File: src/rtl/mem_shuffler_v1.sv
// Load shuffler: gathers NrLane memory beats into one block and reorders it into lane-interleaved VRF layout.
// Optional 2-entry output skid buffer enabled by defining MEM_SHUFFLER_SKID_EN.
package mem_shuffler_v1_pkg;
  typedef enum logic [1:0] {
    EW8  = 2'd0,
    EW16 = 2'd1,
    EW32 = 2'd2,
    EW64 = 2'd3
  } vew_e;
endpackage

module mem_shuffler_v1
  import mem_shuffler_v1_pkg::*;
#(
  parameter int unsigned NrLane        = 4,
  parameter int unsigned VRFWordWidthB = 8,
  parameter int unsigned ByteBlock     = NrLane * VRFWordWidthB
) (
  input  logic                                      clk_i,
  input  logic                                      rst_ni,
  input  logic                                      in_valid_i,
  output logic                                      in_ready_o,
  input  logic [8*VRFWordWidthB-1:0]                data_i,
  input  logic                                      is_first_i,
  input  logic [$clog2(VRFWordWidthB)-1:0]          skip_first_i,
  input  logic                                      is_last_i,
  input  logic [$clog2(VRFWordWidthB)-1:0]          skip_last_i,
  input  vew_e                                      sew_i,
  output logic                                      out_valid_o,
  input  logic                                      out_ready_i,
  output logic [NrLane-1:0][8*VRFWordWidthB-1:0]    data_o,
  output logic [NrLane-1:0][VRFWordWidthB-1:0]      strb_o
);

  localparam int unsigned W     = VRFWordWidthB;
  localparam int unsigned SlotW = (NrLane > 1) ? $clog2(NrLane) : 1;

  logic [SlotW-1:0]       slot_q;
  vew_e                   sew_q;
  vew_e                   sew_eff;
  logic [ByteBlock*8-1:0] buf_data_q;
  logic [ByteBlock-1:0]   buf_strb_q;
  logic [W-1:0]           beat_mask;
  logic                   in_fire;
  logic                   block_close;
  logic [ByteBlock*8-1:0] blk_data;
  logic [ByteBlock-1:0]   blk_strb;
  logic [ByteBlock*8-1:0] shuf_data;
  logic [ByteBlock-1:0]   shuf_strb;

  // Destination byte for block byte b at element width 2^k bytes; ByteBlock
  // flags an element wider than a VRF word, which has no valid placement.
  function automatic int unsigned dest_byte(input int unsigned b, input int unsigned k);
    int unsigned esz;
    int unsigned e;
    int unsigned lane;
    int unsigned off;
    esz  = 32'd1 << k;
    e    = b / esz;
    lane = e % NrLane;
    off  = (e / NrLane) * esz + (b % esz);
    if (off < W) return lane * W + off;
    else         return ByteBlock;
  endfunction

  assign in_fire     = in_valid_i && in_ready_o;
  assign block_close = in_fire && ((slot_q == SlotW'(NrLane - 1)) || is_last_i);
  assign sew_eff     = (slot_q == '0) ? sew_i : sew_q;

  always_comb begin
    beat_mask = '1;
    for (int unsigned i = 0; i < W; i++) begin
      if (is_first_i && (i < 32'(skip_first_i)))    beat_mask[i] = 1'b0;
      if (is_last_i && (i >= W - 32'(skip_last_i))) beat_mask[i] = 1'b0;
    end
  end

  // Current block as it would look with the incoming beat merged in.
  always_comb begin
    blk_data = buf_data_q;
    blk_strb = buf_strb_q;
    for (int unsigned s = 0; s < NrLane; s++) begin
      if (slot_q == SlotW'(s)) begin
        blk_data[s*8*W +: 8*W] = data_i;
        blk_strb[s*W +: W]     = beat_mask;
      end
    end
  end

  always_comb begin
    shuf_data = '0;
    shuf_strb = '0;
    for (int unsigned k = 0; k < 4; k++) begin
      if (32'(sew_eff) == k) begin
        for (int unsigned b = 0; b < ByteBlock; b++) begin
          if (dest_byte(b, k) < ByteBlock) begin
            shuf_data[dest_byte(b, k)*8 +: 8] = blk_data[b*8 +: 8];
            shuf_strb[dest_byte(b, k)]        = blk_strb[b];
          end
        end
      end
    end
  end

  // Buffer is cleared on close so unfilled slots of a short block read as zero.
  always_ff @(posedge clk_i or negedge rst_ni) begin
    if (!rst_ni) begin
      slot_q     <= '0;
      sew_q      <= EW8;
      buf_data_q <= '0;
      buf_strb_q <= '0;
    end else if (in_fire) begin
      if (slot_q == '0) sew_q <= sew_i;
      if (block_close) begin
        slot_q     <= '0;
        buf_data_q <= '0;
        buf_strb_q <= '0;
      end else begin
        slot_q     <= slot_q + SlotW'(1);
        buf_data_q <= blk_data;
        buf_strb_q <= blk_strb;
      end
    end
  end

`ifdef MEM_SHUFFLER_SKID_EN
  logic                   head_valid_q;
  logic [ByteBlock*8-1:0] head_data_q;
  logic [ByteBlock-1:0]   head_strb_q;
  logic                   tail_valid_q;
  logic [ByteBlock*8-1:0] tail_data_q;
  logic [ByteBlock-1:0]   tail_strb_q;
  logic                   deq;

  assign deq        = head_valid_q && out_ready_i;
  assign in_ready_o = !(head_valid_q && tail_valid_q);

  // Enqueue only happens while not full, so the tail is empty whenever a
  // dequeue and enqueue coincide and the new block can go straight to head.
  always_ff @(posedge clk_i or negedge rst_ni) begin
    if (!rst_ni) begin
      head_valid_q <= 1'b0;
      head_data_q  <= '0;
      head_strb_q  <= '0;
      tail_valid_q <= 1'b0;
      tail_data_q  <= '0;
      tail_strb_q  <= '0;
    end else if (deq && block_close) begin
      head_valid_q <= 1'b1;
      head_data_q  <= shuf_data;
      head_strb_q  <= shuf_strb;
    end else if (deq) begin
      head_valid_q <= tail_valid_q;
      if (tail_valid_q) begin
        head_data_q <= tail_data_q;
        head_strb_q <= tail_strb_q;
      end
      tail_valid_q <= 1'b0;
    end else if (block_close) begin
      if (!head_valid_q) begin
        head_valid_q <= 1'b1;
        head_data_q  <= shuf_data;
        head_strb_q  <= shuf_strb;
      end else begin
        tail_valid_q <= 1'b1;
        tail_data_q  <= shuf_data;
        tail_strb_q  <= shuf_strb;
      end
    end
  end

  assign out_valid_o = head_valid_q;
  assign data_o      = head_data_q;
  assign strb_o      = head_strb_q;
`else
  logic                   out_valid_q;
  logic [ByteBlock*8-1:0] out_data_q;
  logic [ByteBlock-1:0]   out_strb_q;

  assign in_ready_o = !out_valid_q || out_ready_i;

  always_ff @(posedge clk_i or negedge rst_ni) begin
    if (!rst_ni) begin
      out_valid_q <= 1'b0;
      out_data_q  <= '0;
      out_strb_q  <= '0;
    end else if (block_close) begin
      out_valid_q <= 1'b1;
      out_data_q  <= shuf_data;
      out_strb_q  <= shuf_strb;
    end else if (out_ready_i) begin
      out_valid_q <= 1'b0;
    end
  end

  assign out_valid_o = out_valid_q;
  assign data_o      = out_data_q;
  assign strb_o      = out_strb_q;
`endif

endmodule
File: config.mk
export PLATFORM = sky130hd
export DESIGN_NAME = mem_shuffler_v1
export DESIGN_NICKNAME = d
export VERILOG_FILES = /design/src/rtl/mem_shuffler_v1.sv
export SDC_FILE = /design/constraint.sdc
export NUM_CORES = 1
export LEC_CHECK = 0
export ABC_CLOCK_PERIOD_IN_PS = 3000
export BUFFER_PORTS_ARGS = -buffer_cell sky130_fd_sc_hd__buf_2
export CELL_PAD_IN_SITES_DETAIL_PLACEMENT = 0
export CELL_PAD_IN_SITES_GLOBAL_PLACEMENT = 1
export CORE_AREA = 5 5 261 263
export CTS_CLUSTER_DIAMETER = 100
export DETAILED_ROUTE_END_ITERATION = 12
export DIE_AREA = 0 0 266 268
export PLACE_DENSITY_LB_ADDON = 0.15
export RECOVER_POWER = 50
export SLEW_MARGIN = 20
export SYNTH_ARGS = -nofsm -noshare
export SYNTH_HDL_FRONTEND = slang
export SYNTH_SLANG_ARGS = --single-unit
File: constraint.sdc
create_clock -name clk_i -period 3 [get_ports clk_i]
set_input_delay 0.15 -clock clk_i [delete_from_list [all_inputs] [get_ports clk_i]]
set_output_delay 0.15 -clock clk_i [all_outputs]
set_load 0.02 [all_outputs]
Word-level counts from Yosys, hierarchy flattened
Index checks and enable logic that the tools add are counted.
{ "word_totals": {"ram_bits": 0, "romBits": 0, "mem_count": 0, "ff_bits": 581, "latch_bits": 0, "elab_cells": 2386, "in_bits": 78} }
{ "op_classes": {"bitwise_logic": 2, "n_reduce_logical": 151, "n_lt_le_gt_ge": 399, "n_addsub": 130, "n_shift": 256, "muxes": 1435, "mul": 0, "n_eq_ne": 6, "div": 0} }
{ "ops": {"columns": ["cell", "count"], "rows": [
  ["256-bit two-way mux", 257],
  ["8-bit by 34-bit variable shift with 256-bit output (first input constant)", 128],
  ["8-bit by 34-bit variable part select with 256-bit output", 128],
  ["256-bit bitwise mux", 127],
  ["32-bit two-way mux", 641],
  ["32-bit by 6-bit < comparator with 1-bit output (second input constant)", 256],
  ["32-bit negator with 34-bit output", 128],
  ["32-bit by 1-bit >= comparator with 1-bit output (second input constant)", 128],
  ["32-bit bitwise mux", 127],
  ["1-bit demux with 5-bit select", 128],
  ["256-bit bitwise AND", 1],
  ["64-bit two-way mux", 4],
  ["1-bit logical AND", 145],
  ["1-bit two-way mux", 145],
  ["3-bit by 32-bit >= comparator with 1-bit output (first input constant)", 4],
  ["1-bit by 32-bit >= comparator with 1-bit output (first input constant)", 2],
  ["2-bit by 32-bit >= comparator with 1-bit output (first input constant)", 2],
  ["32-bit bitwise AND", 1],
  ["8-bit two-way mux", 4],
  ["3-bit < comparator (first input constant)", 3],
  ["2-bit == test (second input constant)", 4],
  ["1-bit by 3-bit < comparator with 1-bit output (first input constant)", 2],
  ["2-bit by 3-bit < comparator with 1-bit output (first input constant)", 2],
  ["4-bit by 3-bit subtractor with 5-bit output (first input constant)", 1],
  ["7 further kinds", 11]
]} }

Longest topological paths before layout
{ "depth": {"word_depth": 395, "mapped_depth": 10, "ltp_nobuf": 8} }

Worst setup path before layout
OpenSTA, ideal clock, no wires.
{ "synth_path": {"kind": "flip-flop to flip-flop", "start": "reg slot_q[0]", "end": "reg out_strb_q[12] (netlist: strb_o[12])", "slack_ns": 0.944, "arrival_time_ns": 1.930, "stages_incl_launch_ff": 9, "synth_period_minus_slack_ns": 2.056, "path_cell_list": "dfrtp_1 > inv_1 > ha_1 > buf_2 > buf_2 > buf_2 > mux2i_1 > mux2i_1 > a221o_1"} }
{ "synth_via": {"elab_chain_len": 386} }
{ "synth_lines": {"columns": ["item", "line_no", "text"], "rows": [
  ["start: declaration", "38", "logic [SlotW-1:0] slot_q;"],
  ["start signal: assignment", "119", "slot_q <= slot_q + SlotW'(1);"],
  ["2-bit zero test", null, null],
  ["8-bit two-way mux", null, null],
  ["32-bit bitwise AND (no line)", null, null],
  ["32-bit two-way mux (2 in series)", null, null],
  ["32-bit bitwise mux", null, null],
  ["32-bit two-way mux (2 in series)", null, null],
  ["32-bit bitwise mux", null, null],
  ["32-bit two-way mux (2 in series)", null, null],
  ["[... 363 more ...]", null, null],
  ["32-bit bitwise mux", null, null],
  ["32-bit two-way mux (2 in series)", null, null],
  ["32-bit bitwise mux", null, null],
  ["32-bit two-way mux (2 in series)", null, null],
  ["32-bit bitwise mux", null, null],
  ["32-bit two-way mux (2 in series)", null, null],
  ["32-bit bitwise mux", null, null],
  ["32-bit two-way mux (2 in series)", null, null],
  ["end signal: assignment", "190", "out_strb_q <= shuf_strb;"],
  ["end: declaration", "178", "logic [ByteBlock-1:0] out_strb_q;"]
]} }
Parallel ways exist; a longest one is shown, timed or not. The select of a mux whose other input is x is not followed.
A chain may end at the register's enable or synchronous reset.

Worst setup path in the final report
{ "layout_path": {"start": "reg slot_q[0]", "end": "reg out_data_q[195] (netlist: data_o[195])"} }
{ "layout_via": {"elab_chain_len": 387} }
{ "layout_lines": {"columns": ["item", "line_no", "text"], "rows": [
  ["2-bit zero test", null, null],
  ["64-bit two-way mux", null, null],
  ["8-bit by 34-bit variable part select with 256-bit output", null, null],
  ["256-bit bitwise AND (no line)", null, null],
  ["256-bit two-way mux (2 in series)", null, null],
  ["256-bit bitwise mux", null, null],
  ["256-bit two-way mux (2 in series)", null, null],
  ["256-bit bitwise mux", null, null],
  ["[... 365 more ...]", null, null],
  ["256-bit bitwise mux", null, null],
  ["256-bit two-way mux (2 in series)", null, null],
  ["256-bit bitwise mux", null, null],
  ["256-bit two-way mux (2 in series)", null, null],
  ["256-bit bitwise mux", null, null],
  ["256-bit two-way mux (2 in series)", null, null],
  ["256-bit bitwise mux", null, null],
  ["256-bit two-way mux (2 in series)", null, null],
  ["end signal: assignment", "189", "out_data_q <= shuf_data;"],
  ["end: declaration", "177", "logic [ByteBlock*8-1:0] out_data_q;"]
]} }
Parallel ways exist; a longest one is shown, timed or not. The select of a mux whose other input is x is not followed.

==> results.json <==
{
  "clockBufferDepth": 3,
  "hpwlAfterDp_um": 79400,
  "die_height_um": 268,
  "drt_first_pass_iters": 6,
  "timing.fmax_mhz": 366,
  "max_cap_viol_count": 1,
  "synth_ff_type": "dfrtp_1",
  "via_per_inst": 5.82,
  "reg2reg_depth": 8,
  "p_comb_share_pct": 40.9,
  "placed_cells": 4352,
  "cts_tree": "yes",
  "cpPeakStageDelay_ns": 0.47,
  "fin_worst_skew_ns": 0.0279,
  "fin_crit_sh_pct": 91.2,
  "power_density_mw_per_mm2": 978,
  "cts_buffers": 69,
  "synth_area_leader_cell": "dfrtp_1",
  "p_int_uw": 19300,
  "io_buffers": 367,
  "cp.arrival_ns": 3.19,
  "tns_ns": 0,
  "relSlewSlack_pct": -48.6,
  "crit_slowest_cell": "dfrtp_1",
  "power_switching_share_pct": 42.7,
  "seqCellArea_mm2": 0.0145,
  "path_cells": "inv_1 > ha_4 > buf_12 > mux2i_1 > and2_1 > a211oi_1 > a31oi_1 > o21ai_1",
  "multi_input_area_mm2": 0.0134,
  "grt_usage_pct": 30.6,
  "synth_edf_count": 0,
  "postSynthCellCount": 3270,
  "cts_resized": 0,
  "grt_pass1_vias": 24900,
  "fill_cells": 6248,
  "syn_area_per_cell_um2": 8.90,
  "seqPwrFrac_pct": 34.2,
  "routabilityCongestion": 0.901,
  "setup_viol": 0,
  "crit_type": "reg -> reg",
  "nets": 3662,
  "clk_latency_ns": 0.61,
  "drt_iter0_drc": 2559,
  "yosysWarningCount": 0,
  "failed_checks": "capacitance limit, slew limit",
  "grt-ovfl-total": 0,
  "ys_seq_area_share_pct": 50.0,
  "start_kind": "flip-flop",
  "htree_num_levels": 3,
  "finalMaxSlewViolations": 66,
  "die_w_um": 266,
  "wl_per_cell_um": 24.9,
  "cts.sinks": 581,
  "rsz0062_at_grt": "no",
  "synth.distinct_cells": 60,
  "clkPwrFrac_pct": 24.9,
  "crit_required_ns": 3.46,
  "async_reset_ff_share_pct": 100,
  "synth_seq_cells": 581,
  "worst_setup_path_end_kind": "flip-flop",
  "core_mm2": 0.0654,
  "antenna_found_initial": 6,
  "synth_nets": 3356,
  "fin_cells": 4487,
  "grt_max_degree": 118,
  "io_pins": 368,
  "synth_top_area_share_pct": 50.0,
  "start_util_pct": 44.5,
  "clk_pin_slew_ns": 0.06,
  "min_path_type": "in -> reg",
  "wirelength_um": 112000,
  "peakVddDrop_mv": 0.514,
  "tightest_slew_ns": 2.23,
  "final_antenna_net_count": 0,
  "period_needed_ns": 2.73,
  "layout-drive-gt1-share_pct": 13.5,
  "grt_pass1_wl_um": 166000,
  "vias": 26100,
  "syn-cell-area_mm2": 0.0291,
  "p_leak_uw": 0.0161,
  "cts_root_buf": "clkbuf_16",
  "crit_path_max_fanout": 54,
  "die_area_mm2": 0.0713,
  "num_rows": 94,
  "p_sw_uw": 14400,
  "outcome": "complete, but fails checks",
  "syn_to_final_growth_pct": 18.7,
  "drc": 0,
  "yosys-top-cells-area": "dfrtp_1 50%, nand2_1 11%, mux2i_1 8.9%, o21ai_0 7.2%, a31oi_1 3.8%",
  "finalHoldViolations": 0,
  "holdPathStages": 2
}
-- power by group through the flow --
stage	Clock, µW	Sequential, µW	Combinational (µW)
finish	8400	11500	13800
global route	8850	11800	15000
CTS	8540	11500	14000
detailed placement	0	11600	14000
global placement	0	11600	13900
floorplan	0	13000	6800
-- cell families after synthesis --
logic type | after synthesis | share of synthesized area (%)
fa+ha+maj | 8 | 0.344
simple gates | 1245 | 17.6
xor+xnor | 1 | 0.0301
buf+inv | 278 | 4.38
mux | 285 | 10.0
flops | 581 | 50.0
compound gates | 872 | 17.6
-- cell usage in the layout (no fill, tap or decap), types with 12 or more instances in the layout --
cell type      synthesis  layout
a211oi_1              77      77
a21oi_1               66      66
a22o_1                17      17
a31oi_1              178     178
and2_1               112     112
buf_12                 0      43
buf_2                122     221
buf_4                 15      62
clkbuf_1             118     165
clkbuf_16              0      73
clkbuf_8               0      15
dfrtp_1              581     581
dlygate4sd3_1          0      17
mux2_2                20      20
mux2i_1              258     257
nand2_1              873     871
nand3_1               38      38
nor2_1               182     180
nor3_1                13      12
o21ai_0              420     420
o21ai_1               52      52
-- timing repair --
action	4_1_cts	5_1_grt
endpoints found under the setup margin	0	0
hold buffers	17	0
hold endpoints to repair	86	0
setup buffers	0	0
-- cells in the mapped netlist, types with 2 or more instances --
library cell  instances
nand3_1              38
a31oi_4               3
mux2i_2               2
mux2_4                3
nor3b_1               8
a22o_1               17
a22oi_1               3
buf_2               122
inv_1                 8
a221o_1               5
o21ai_0             420
nand2b_1              4
nor2b_1               8
nor2_1              182
clkbuf_1            118
a211oi_1             77
o211ai_1              3
nand2_1             873
ha_1                  8
o31a_1                2
and2_1              112
o22ai_1               6
o21ai_1              52
mux2_2               20
nand2b_4              2
buf_6                 3
a211o_1               3
mux2i_1             258
buf_4                15
buf_1                11
o22a_1                4
o21ai_2               3
a31oi_1             178
a21o_1                3
dfrtp_1             581
nor3_1               13
a221oi_1              4
a21oi_1              66
a32o_1               11
-- layout make-up --
| cell class | instances | area share (%) |
|---|---|---|
| Inverter | 9 | 0.0978 |
| Antenna cell | 2 | 0.0145 |
| Clock inverter | 15 | 0.442 |
| Tap cell | 864 | 3.13 |
| Multi-Input combinational cell | 2411 | 38.8 |
| Clock buffer | 101 | 6.03 |
| Sequential cell | 581 | 42.1 |
| Timing Repair Buffer | 504 | 9.35 |
-- flip-flops by register name (all words and copies together), names as in the netlist --
name and cells:
buf_data_q 256, data_o 256, buf_strb_q 32, strb_o 32, sew_q 2, slot_q 2
out_valid_o 1
-- worst max-delay path, delay by kind of cell (launching register included) --
| family | cells | cell delay (ns) |
|---|---|---|
| adder cells (fa/ha/maj) | 1 | 0.27 |
| flip-flops | 1 | 0.47 |
| buffers and inverters | 2 | 0.59 |
| multiplexers | 1 | 0.46 |
| AND/OR/NAND/NOR | 1 | 0.22 |
| AO/OA/AOI/OAI | 3 | 0.51 |
-- layer usage --
metal  global-route usage (%)  wire (µm)  up-vias
met5                        0         13        -
met4                     9.98       3770        2
met3                     4.68       7860      184
met2                     47.2      50200     1069
met1                     44.7      49900    13000
li1                         -          -    11900
-- path summary, 6_finish.rpt --
check                                             start                   endpoint  slack, ns
worst max-delay path              slot_q[0]$_DFFE_PN0P_    data_o[195]$_DFFE_PN0P_       0.27
worst min-delay path                          data_i[7]  buf_data_q[7]$_DFFE_PN0P_       0.02
worst max register to register    slot_q[0]$_DFFE_PN0P_    data_o[195]$_DFFE_PN0P_       0.27
worst min register to register  data_o[232]$_DFFE_PN0P_    data_o[232]$_DFFE_PN0P_       0.47
max in group asynchronous                        rst_ni     data_o[52]$_DFFE_PN0P_       0.47
min in group asynchronous                        rst_ni    data_o[251]$_DFFE_PN0P_       0.72
-- stage by stage --
step	area, µm²	hold WS (ns)	utilization (%)	total power (µW)	worst slack [ns]
floorplan	29100	-0.146	-	19800	0.944
global placement	32400	0.205	49.5	25500	0.355
detailed placement	32400	0.189	49.5	25600	0.342
CTS	34800	0.000769	53.2	34100	0.333
global route	34500	0.0321	52.8	35600	0.0970
finish	34500	0.0248	52.8	33800	0.265
Power figures use the tool's default switching activity.
